[src/rtl/dino_score_display_if.sv]
// dino_score_display_if: control inputs and display outputs of the score display.
interface dino_score_display_if #(
  parameter int DIGITS   = 6,
  parameter int IN_WIDTH = 32
);
  logic                  enable;
  logic [IN_WIDTH-1:0]   score;
  logic                  show_hi;
  logic                  clear_hi;
  logic [4*DIGITS-1:0]   bcd;
  logic [7*DIGITS-1:0]   hex_n;
  logic [IN_WIDTH-1:0]   hi_score;
  logic                  busy;
  logic                  done;
  modport master (output enable, score, show_hi, clear_hi, input bcd, hex_n, hi_score, busy, done);
  modport slave  (input enable, score, show_hi, clear_hi, output bcd, hex_n, hi_score, busy, done);
endinterface

[src/rtl/dino_score_display.sv]
// dino_score_display: double-dabble score to BCD and active-low 7-segment converter.
// Define HISCORE_EN to add the session high-score register, show_hi mux and clear_hi.
module dino_score_display #(
  parameter int DIGITS   = 6,
  parameter int IN_WIDTH = 32
) (
  input logic clock,
  input logic reset,
  dino_score_display_if.slave s
);
  localparam int CW = $clog2(IN_WIDTH);
  localparam logic [IN_WIDTH-1:0] MAX = IN_WIDTH'(10**DIGITS - 1);
  localparam logic [7*DIGITS-1:0] HEX_RST = {{(DIGITS-1){7'h7f}}, 7'h40};
  typedef enum logic [1:0] {IDLE, SHIFT, WRITE} state_t;
  state_t state, state_nx;
  logic [IN_WIDTH-1:0] sr, last_src, src, sat, hi;
  logic [4*DIGITS-1:0] acc, adj;
  logic [7*DIGITS-1:0] hex_nx;
  logic [CW-1:0] cnt;
  logic force_f, start, nz;
  function automatic logic [6:0] seg(input logic [3:0] d);
    case (d)
      4'd0: seg = 7'b1000000;
      4'd1: seg = 7'b1111001;
      4'd2: seg = 7'b0100100;
      4'd3: seg = 7'b0110000;
      4'd4: seg = 7'b0011001;
      4'd5: seg = 7'b0010010;
      4'd6: seg = 7'b0000010;
      4'd7: seg = 7'b1111000;
      4'd8: seg = 7'b0000000;
      4'd9: seg = 7'b0010000;
      default: seg = 7'b1111111;
    endcase
  endfunction
`ifdef HISCORE_EN
  always_ff @(posedge clock or posedge reset)
    if (reset) hi <= '0;
    else hi <= s.clear_hi ? '0 : (s.score > hi ? s.score : hi);
  assign src = s.show_hi ? hi : s.score;
`else
  logic unused_hi;
  assign unused_hi = s.show_hi ^ s.clear_hi;
  assign hi  = '0;
  assign src = s.score;
`endif
  assign sat        = src > MAX ? MAX : src;
  assign start      = s.enable && (src != last_src || force_f);
  assign s.busy     = state != IDLE;
  assign s.hi_score = hi;
  always_comb begin
    state_nx = state == IDLE  ? (start ? SHIFT : IDLE) :
               state == SHIFT ? (cnt == CW'(IN_WIDTH-1) ? WRITE : SHIFT) : IDLE;
  end
  always_comb begin
    adj = acc;
    for (int k = 0; k < DIGITS; k++)
      adj[4*k+:4] = acc[4*k+:4] >= 4'd5 ? acc[4*k+:4] + 4'd3 : acc[4*k+:4];
  end
  // scan from the top digit so zeros above the first nonzero digit blank out
  always_comb begin
    hex_nx = '1;
    nz = 1'b0;
    for (int k = DIGITS-1; k >= 0; k--) begin
      nz = nz | (acc[4*k+:4] != 4'd0);
      hex_nx[7*k+:7] = (nz || k == 0) ? seg(acc[4*k+:4]) : 7'h7f;
    end
  end
  always_ff @(posedge clock or posedge reset) begin
    if (reset) begin
      state    <= IDLE;
      sr       <= '0;
      acc      <= '0;
      cnt      <= '0;
      last_src <= '0;
      force_f  <= 1'b1;
      s.bcd    <= '0;
      s.hex_n  <= HEX_RST;
      s.done   <= 1'b0;
    end else begin
      state  <= state_nx;
      s.done <= state == WRITE;
      if (state == IDLE && start) begin
        sr       <= sat;
        last_src <= src;
        force_f  <= 1'b0;
        acc      <= '0;
        cnt      <= '0;
      end
      if (state == SHIFT) begin
        {acc, sr} <= {adj[4*DIGITS-2:0], sr, 1'b0};
        cnt       <= cnt + 1'b1;
      end
      if (state == WRITE) begin
        s.bcd   <= acc;
        s.hex_n <= hex_nx;
      end
    end
  end
endmodule

[src/flat_wrapper.sv]
// flat-port wrapper written by rule: the top's interface ports become plain ports
module dino_score_display_flat 
#(
  parameter int DIGITS   = 6,
  parameter int IN_WIDTH = 32
)
  (clock, reset, s_enable, s_score, s_show_hi, s_clear_hi, s_bcd, s_hex_n, s_hi_score, s_busy, s_done);
  dino_score_display_if #(.DIGITS(DIGITS), .IN_WIDTH(IN_WIDTH)) s_i ();
  input logic clock;
  input logic reset;
  input wire logic [$bits(s_i.enable)-1:0] s_enable;
  input wire logic [$bits(s_i.score)-1:0] s_score;
  input wire logic [$bits(s_i.show_hi)-1:0] s_show_hi;
  input wire logic [$bits(s_i.clear_hi)-1:0] s_clear_hi;
  output wire logic [$bits(s_i.bcd)-1:0] s_bcd;
  output wire logic [$bits(s_i.hex_n)-1:0] s_hex_n;
  output wire logic [$bits(s_i.hi_score)-1:0] s_hi_score;
  output wire logic [$bits(s_i.busy)-1:0] s_busy;
  output wire logic [$bits(s_i.done)-1:0] s_done;
  assign s_i.enable = s_enable;
  assign s_i.score = s_score;
  assign s_i.show_hi = s_show_hi;
  assign s_i.clear_hi = s_clear_hi;
  assign s_bcd = s_i.bcd;
  assign s_hex_n = s_i.hex_n;
  assign s_hi_score = s_i.hi_score;
  assign s_busy = s_i.busy;
  assign s_done = s_i.done;
  dino_score_display #(.DIGITS(DIGITS), .IN_WIDTH(IN_WIDTH)) u_core (.clock(clock), .reset(reset), .s(s_i));
endmodule
[config.mk]
export PLATFORM = sky130hd
export DESIGN_NAME = dino_score_display_flat
export DESIGN_NICKNAME = d
export VERILOG_FILES = /design/src/rtl/dino_score_display_if.sv /design/src/rtl/dino_score_display.sv /design/src/flat_wrapper.sv
export SDC_FILE = /design/constraint.sdc
export NUM_CORES = 1
export LEC_CHECK = 0
export BUFFER_PORTS_ARGS = -buffer_cell sky130_fd_sc_hd__clkbuf_2
export CAP_MARGIN = 10
export CORE_MARGIN = 2
export CORE_UTILIZATION = 57
export DETAILED_ROUTE_END_ITERATION = 6
export GPL_TIMING_DRIVEN = 0
export HOLD_SLACK_MARGIN = 0.15
export PLACE_DENSITY_LB_ADDON = 0.08
export SLEW_MARGIN = 40
export SYNTH_ARGS = -nofsm -noshare
export SYNTH_HDL_FRONTEND = slang
export SYNTH_SLANG_ARGS = --single-unit
[constraint.sdc]
create_clock -name clock -period 5.2 [get_ports clock]
set_input_delay 0 -clock clock [delete_from_list [all_inputs] [get_ports clock]]
set_output_delay 0 -clock clock [all_outputs]
set_load 0.02 [all_outputs]
Yosys cells after proc, flatten, opt, wreduce, memory -nomap -nowiden
Memories as Yosys holds them, arrays and structs flattened. A register that Yosys moved wholly into a read port is not among the register bits. Index checks and enable logic that the tools add are counted.

$lt $le $gt $ge: 7. Muxes and demuxes: 22. Eq/ne operators: 4. Reduce and logical (&&, ||, !) cells: 11. Bitwise operators: 4. $add $sub $neg: 7.

Operator list (count): $mux W32 (3); $mux W24 (2); $mux W7 (5); $gt A32 B20 Y1 const B (1); $ne A32 B32 Y1 (1); $ge A4 B3 Y1 const B (6); $add A4 B2 Y4 const B (5); $mux W4 (5); $reduce_bool A4 Y1 (5); $mux W5 (2); $mux W2 (3); $add A5 B1 Y5 const B (1); $eq A5 B5 Y1 const B (1); $or A1 B1 Y1 (4); $reduce_bool A2 Y1 (2); $add A3 B2 Y3 const B (1); $mux W3 (1); $eq A2 B1 Y1 const B (1); $eq A2 B2 Y1 const B (1); $logic_and A1 B1 Y1 (2); $logic_not A2 Y1 (1); $logic_or A1 B1 Y1 (1); $mux W1 (1).

Input bits: 37. Bits in read-only memories: 672. Flip-flop bits (word level): 163. Output and inout port bits: 100. Memories kept: 6. Logic and storage cells: 70.

Memory list: (name not given) (words 16, width 7, rd ports 1, clocked after memory_dff 0, wr ports 0, line dino_score_display.sv:22) `case (d)`; (name not given) (words 16, width 7, rd ports 1, clocked after memory_dff 0, wr ports 0, line dino_score_display.sv:22); (name not given) (words 16, width 7, rd ports 1, clocked after memory_dff 0, wr ports 0, line dino_score_display.sv:22); (name not given) (words 16, width 7, rd ports 1, clocked after memory_dff 0, wr ports 0, line dino_score_display.sv:22); (name not given) (words 16, width 7, rd ports 1, clocked after memory_dff 0, wr ports 0, line dino_score_display.sv:22); (name not given) (words 16, width 7, rd ports 1, clocked after memory_dff 1, wr ports 0, line dino_score_display.sv:22).

Depth between registers and ports, before layout
Gate-level depths: netlist (run 1).

Depth after elaboration: 6. Gate-level depth with buffers: 7.

Worst setup path before layout (run 1)
OpenSTA, ideal clock, no wires.

Path kind: reg-to-reg. Start: reg u_core.last_src[30]. End: reg u_core.sr[14]. Stages on the path, launching flop included: 8. Setup slack: 3.189 ns. Period minus slack after synthesis: 2.011 ns. Data required time: 5.074 ns. Arrival: 1.885 ns. Cell sequence: dfrtp_1 > xor2_1 > nor4_1 > nand4_1 > o31a_1 > buf_2 > buf_4 > a221o_1.

Cells in the longest elaborated chain, start to end: 5.

RTL lines: start: declaration (line dino_score_display.sv:16) `logic [IN_WIDTH-1:0] sr, last_src, src, sat, hi;`; start signal: assignment (line dino_score_display.sv:85) `last_src <= src;`; $ne A32 B32 Y1 (line dino_score_display.sv:48) `assign start = s.enable && (src != last_src || force_f);`; $logic_or A1 B1 Y1 (line dino_score_display.sv:48); $logic_and A1 B1 Y1 (line dino_score_display.sv:48); $logic_and A1 B1 Y1 (line dino_score_display.sv:83) `if (state == IDLE && start) begin`; $reduce_bool A2 Y1 (no line); end signal: assignment (line dino_score_display.sv:84) `sr <= sat;`; end signal: assignment (line dino_score_display.sv:91) `{acc, sr} <= {adj[4*DIGITS-2:0], sr, 1'b0};`; end: declaration (line dino_score_display.sv:16).

Every way passes these cells. A chain may end at the register's enable or synchronous reset.

Worst setup path in the final report (run 1)
Start: reg u_core.acc[20]. End: reg u_core.s.hex_n[7].

Cells in the longest elaborated chain, start to end: 6.

RTL lines: start: declaration (line dino_score_display.sv:17) `logic [4*DIGITS-1:0] acc, adj;`; start signal: assignment (line dino_score_display.sv:91); $reduce_bool A4 Y1 (line dino_score_display.sv:65) `nz = nz | (acc[4*k+:4] != 4'd0);`; $or A1 B1 Y1 (4 in a row) (line dino_score_display.sv:65); $mux W7 (line dino_score_display.sv:66) `hex_nx[7*k+:7] = (nz || k == 0) ? seg(acc[4*k+:4]) : 7'h7f;`; end signal: assignment (line dino_score_display.sv:96) `s.hex_n <= hex_nx;`; end: declaration (line dino_score_display_if.sv:16) `modport slave (input enable, score, show_hi, clear_hi, output bcd, hex_n, hi_score, busy, done);`.

Every way passes these cells.

==> reports/qor.csv, run 1 <==
metric,value,unit
number of resized instances in the post-cts repair step,0,
warnings from Yosys,0,
crit path max fanout,6,
Worst path slowest cell,nor4_1,
largest stage delay on the critical path,0.55,ns
"Reg clk slew, reported paths",0.07,ns
area of the die,15700,µm²
# placed instances,1186,
Seq. cell area,4130,µm²
proportion of synthesized flip-flops having asynchronous set or reset,1.00,
setup slack of the worst register-to-register path,2.34,ns
Fill cells,1126,
Synth area leader,dfrtp_1,
maximum number of pins on one net before global-route repair,74,
Required @ worst endpoint,5.55,ns
global-route wire length before repair,34900,µm
CP Class,reg -> reg,
IO Count,137,
total negative slack for setup checks,0,ns
switching share of total power,0.394,
Least-Margin Pin Slew,0.761,ns
skew final,0.00954,ns
path type of the worst min-delay path,in -> reg,
initial DRC count,515,
dominant cells by area after synthesis,"dfrtp_1 (38%), dfstp_2 (12%), ha_1 (4.9%)",
Pwr per Cell Area,588,nW/µm²
power share of the combinational group,0.419,
highest clock frequency the design can meet,0.350,GHz
net switching component of the power,2390,µW
number of nets still failing antenna checks after routing,0,
result of the run,"complete, no violations",
buffers added on ports,102,
final hold violations,0,
width of the die,125,µm
antenna violations before repair,0,
antenna cells,0,
floorplan core area,14500,µm²
"Top FF cell, synth",dfrtp_1,
share of power burned in the clock network,0.215,
most common library cell in the layout ignoring fill and taps,dfrtp_1,
max-capacitance violation count,0,
grt ovf,0,
data arrival time of the critical path,3.21,ns
clk sinks,163,
total area of multi-input combinational cells,3820,µm²
number of stages on the worst setup path,7,
CP cell instances,"inv_1, ha_1, nor3b_1, nand4_1, nor4_1, a31oi_1, a21oi_1",
number of global-route vias before repair,6880,
met1 Track Usage GR,0.369,
Reg2Reg Depth,7,
buffer and inverter count on the worst path,1,
Seq pwr share,0.366,
Num CTS Buffers,17,
Layout Nets,1128,
root buf cell,clkbuf_16,
flop and latch count out of synthesis,163,
floorplan die height,125,µm
Avg Synthesized Cell Area,9.69,µm²
max-slew headroom at the worst pin,0.489,
relative area change from synthesis to final layout,22.7,%
count of unresolved DRC violations after routing,0,
met2 Usage GRT,0.452,
via count normalized by instance count,5.60,
Leak Pwr,0.00481,µW
Final Non-Filler Cells,1255,
internal power,3670,µW
worst skew pair latency,0.43,ns
count of vias placed by the detailed router,7024,
final period utilization,0.550,
met3 track demand over resource in global routing,0.0488,
register area share after synthesis,0.491,
total wire length,21200,µm
startpoint kind of the worst setup timing path,register,
Max clock buf depth,2,
"CP delay by family, top",simple AND/OR/NAND/NOR gates,
final core occ,0.712,
wire per inst,16.9,µm
Initial Util,0.581,
post-detailed-placement half-perimeter wirelength,14400,µm
unrepaired setup endpoints after global routing,false,
worst hold margin,0.390,ns
number of rows created at floorplan,44,
fraction of post-synthesis cell area in the top cell type by area,0.375,
buffer count from post-CTS setup fixing,0,
deepest level of the CTS H-tree,4,
layout cells sized above 1,0.210,
number of enable-type register cells in the synthesized netlist,0,
Initial DRT Pass Iterations,5,
worst hold path depth,3,
cell count after synthesis,867,
overall routing resource usage,0.276,
final setup slack of the worst path,2.34,ns
gp weighted congestion,0.896,
Setup WS pre-CTS,2.54,ns
largest vdd supply drop,271,µV
critical path endpoint category,register,
layer with the highest usage,met2,
Syn Std Cell Area,8410,µm²
final setup fails,0,
final number of max-transition violations,0,
CTS tree,built,
Tmin final,2.86,ns
distinct cell type count after synthesis,47,
"top library cells by usage in the layout, fill and taps aside","dfrtp_1 (126), clkbuf_2 (102), nand2_1 (99)",
metal layers:
metal,wire length (µm),part of all wire
met2,10000,0.47
met3,936,0.044
met4,566,0.027
met1,9640,0.46
met5,0,0
Yosys cell counts, drive strengths merged, types with 12 or more instances:
master	count
xor2	31
nand2b	15
o21ai	61
nor2	88
a211oi	26
clkbuf	38
a221o	12
mux2	31
dfrtp	126
inv	36
nor3	24
buf	46
nand2	99
nor4	13
a21oi	42
ha	33
dfstp	37
layout make-up:
type,count,share of cell area
sequential,163,0.400
clock inverter,8,0.0123
clock buffer,24,0.0467
tap,184,0.0223
multi-input combinational,615,0.371
inverter,36,0.0138
timing repair buffer,141,0.0908
buffer,84,0.0434
cells by family after synthesis:
logic type                 count (synthesis)  synth area share
AOI/OAI and AO/OA                        197             0.152
xor gates and xnor gates                  41            0.0427
and+or+nand+nor                          273             0.144
muxes                                     39            0.0511
other                                      1          0.000446
adders and majority gates                 33            0.0491
DFF                                      163             0.491
buffers and inverters                    120            0.0694
path summary, 6_finish.rpt:
path / startpoint / endpoint
min: s_score[21] / u_core.last_src[21]
max: u_core.acc[20] / u_core.s.hex_n[7]
min reg2reg: u_core.s.hex_n[18] / u_core.s.hex_n[18]
max reg2reg: u_core.acc[20] / u_core.s.hex_n[7]
min in group asynchronous: reset / u_core.s.bcd[13]
max in group asynchronous: reset / u_core.s.hex_n[37]
through the flow:
stage	area (µm²)	total power, µW
global route	10300	6500
detailed placement	9330	4690
global placement	9260	4630
floorplan	8520	4030
finish	10300	6070
CTS	10300	6040
power groups by stage:
stage | combinational [µW] | sequential [µW] | clock [µW]
after detailed placement | 2470 | 2220 | 0
after global placement | 2420 | 2210 | 0
final | 2540 | 2220 | 1300
after global routing | 2860 | 2290 | 1360
after floorplan | 1730 | 2290 | 0
after CTS | 2520 | 2210 | 1310
state kept, by name, summed over array words and instances (netlist names):
| name | cells |
|---|---|
| u_core.acc | 24 |
| u_core.cnt | 5 |
| u_core.force_f | 1 |
| u_core.last_src | 32 |
| u_core.s.bcd | 24 |
| u_core.s.done | 1 |
| u_core.s.hex_n | 42 |
| u_core.sr | 32 |
| u_core.state | 2 |
what timing repair did:
item,in CTS,in global routing
endpoints found under the hold margin,192,0
hold buffers,37,0
setup endpoints to repair,0,0
tightest hold or removal path, cell delays in order:
cell and delay [ns]:
dlygate4sd3_1 0.53, clkbuf_2 0.13, mux2_1 0.13
Note: power is estimated with default switching activity, not from simulation.
==> run 2: changes to the inputs <==
Clock period 5.2 ns to 3 ns, I/O delays scaled along.
==> reports/qor.csv, run 2 (same netlist as run 1, synthesis figures left out) <==
metric,value,unit,change
buffer count from post-CTS setup fixing,0,,unchanged
Initial DRT Pass Iterations,6,,+1
overall routing resource usage,0.274,,-0.00188
floorplan core area,14500,µm²,unchanged
gp weighted congestion,0.896,,about the same
Max clock buf depth,2,,unchanged
end of the worst register-to-register path,u_core.s.hex_n[7],,
layout cells sized above 1,0.213,,+0.00254
number of nets still failing antenna checks after routing,0,,unchanged
max-slew headroom at the worst pin,0.466,,-0.0227
Leak Pwr,0.00484,µW,+0.73%
final period utilization,0.876,,+0.327
maximum number of pins on one net before global-route repair,24,,-68%
result of the run,"complete, no violations",,
relative area change from synthesis to final layout,23.7,%,
setup slack of the worst register-to-register path,0.37,ns,-1.97 ns
Layout Nets,1134,,+0.53%
Required @ worst endpoint,3.36,ns,-2.19 ns
number of global-route vias before repair,6727,,-2.2%
largest vdd supply drop,482,µV,+78%
final setup fails,0,,unchanged
CTS tree,built,,
crit path max fanout,6,,unchanged
number of rows created at floorplan,44,,unchanged
layer with the highest usage,met2,,
skew final,0.00823,ns,-0.00131 ns
flip-flop count of the largest register after layout,42,,unchanged
via count normalized by instance count,5.57,,-0.42%
wire per inst,16.7,µm,-0.73%
final hold violations,0,,unchanged
deepest level of the CTS H-tree,4,,unchanged
met1 Track Usage GR,0.365,,-0.00463
total negative slack for setup checks,0,ns,unchanged
most common library cell in the layout ignoring fill and taps,dfrtp_1,,
antenna violations before repair,0,,unchanged
met3 track demand over resource in global routing,0.0586,,+0.00984
startpoint kind of the worst setup timing path,register,,
total wire length,21100,µm,-0.25%
worst skew pair latency,0.43,ns,about the same
Top Registers,"u_core.s.hex_n x42, u_core.last_src x32, u_core.sr x32",,
IO Count,137,,unchanged
highest clock frequency the design can meet,0.380,GHz,+8.7%
buffers added on ports,102,,unchanged
Final Power,10300,µW,+70%
count of unresolved DRC violations after routing,0,,unchanged
post-detailed-placement half-perimeter wirelength,14900,µm,+3.1%
worst hold path depth,3,,unchanged
initial DRC count,615,,+19%
met2 Usage GRT,0.452,,about the same
path type of the worst min-delay path,in -> reg,,
max-capacitance violation count,0,,unchanged
unrepaired setup endpoints after global routing,false,,
root buf cell,clkbuf_16,,
final number of max-transition violations,0,,unchanged
Num CTS Buffers,17,,unchanged
critical register-to-register path startpoint,u_core.acc[12],,
clk sinks,163,,unchanged
antenna cells,0,,unchanged
endpoint with the worst hold slack,u_core.last_src[21],,
"Reg clk slew, reported paths",0.06,ns,about the same
Tmin final,2.63,ns,-0.230 ns
Pwr per Cell Area,991,nW/µm²,+68%
Top reg by flops,u_core.s.hex_n,,
final core occ,0.718,,+0.00579
grt ovf,0,,unchanged
floorplan die height,125,µm,unchanged
critical path endpoint category,register,,
critical hold path startpoint,s_score[21],,
Reg2Reg Depth,7,,unchanged
area of the die,15700,µm²,unchanged
Least-Margin Pin Slew,0.795,ns,+0.0337 ns
count of vias placed by the detailed router,7028,,+0.057%
width of the die,125,µm,unchanged
global-route wire length before repair,34500,µm,-0.99%
data arrival time of the critical path,2.99,ns,-0.22 ns
Initial Util,0.581,,unchanged
"top library cells by usage in the layout, fill and taps aside","dfrtp_1 (126), clkbuf_2 (102), nand2_1 (99)",,
CP Class,reg -> reg,,
run 2: cell count changes in the layout (fill, tap and decap cells not counted):
cell       change
nor4_1         -1
nor4_2         +1
clkinv_4       -1
buf_12         +1
bufinv_16      -3
inv_8          -1
clkinv_2       +1
clkbuf_1       +3
buf_16         +5
clkbuf_8       +1
run 2: power breakdown:
part           switching, µW  internal (µW)
Sequential               696           3170
Clock                    852           1140
Combinational           2600           1850
Total                   4140           6160
run 2: area by class of cell:
| type | instances | area (µm²) |
|---|---|---|
| clock buffer | 28 | 507 |
| buffer | 84 | 448 |
| multi-input combinational | 615 | 3830 |
| inverter | 36 | 139 |
| fill | 1102 | 4090 |
| clock inverter | 4 | 25.0 |
| timing repair buffer | 147 | 1090 |
| tap | 184 | 230 |
| sequential | 163 | 4130 |
run 2: metrics by stage:
| step | hold slack (ns) | setup WS (ns) | area [µm²] | cells |
|---|---|---|---|---|
| 2_1_floorplan | 0.105 | 0.959 | 8530 | 898 |
| 5_1_grt | 0.383 | 0.127 | 10400 | 1261 |
| 3_5_place_dp | 0.0444 | 0.318 | 9480 | 1192 |
| 4_1_cts | 0.364 | 0.277 | 10400 | 1261 |
| 3_3_place_gp | 0.238 | -0.0771 | 9270 | 1184 |
| 6_report | 0.366 | 0.371 | 10400 | 1261 |
run 2: worst max path at each step:
stage,startpoint,slack [ns],cells after the start,to
3_3_place_gp,reset,-0.08,2,u_core.s.hex_n[0]
5_1_grt,u_core.acc[12],0.13,7,u_core.s.hex_n[8]
4_1_cts,u_core.acc[12],0.28,7,u_core.s.hex_n[7]
6_report,u_core.acc[12],0.37,7,u_core.s.hex_n[7]
2_1_floorplan,reset,0.96,1,u_core.acc[0]
3_5_place_dp,u_core.acc[12],0.32,7,u_core.s.hex_n[7]
run 2: layer usage:
metal | vias to the layer above | routed length (µm)
li1 | 3350 | -
met1 | 3404 | 9370
met2 | 235 | 10200
met3 | 39 | 1120
met4 | 0 | 429
met5 | - | 0
run 2: critical path: stages (launching register included):
cell and delay [ns]:
dfrtp_1 0.45, inv_1 0.22, ha_1 0.32, nor3b_1 0.30, nand4_1 0.35, nor4_2 0.43
a31oi_1 0.28, a21oi_1 0.21
run 2: timing repair:
action                                  in CTS  in global routing
hold buffers                                37                  0
hold endpoints to repair                   174                  0
gates resized for setup                      0                  1
endpoints found under the setup margin       0                  1
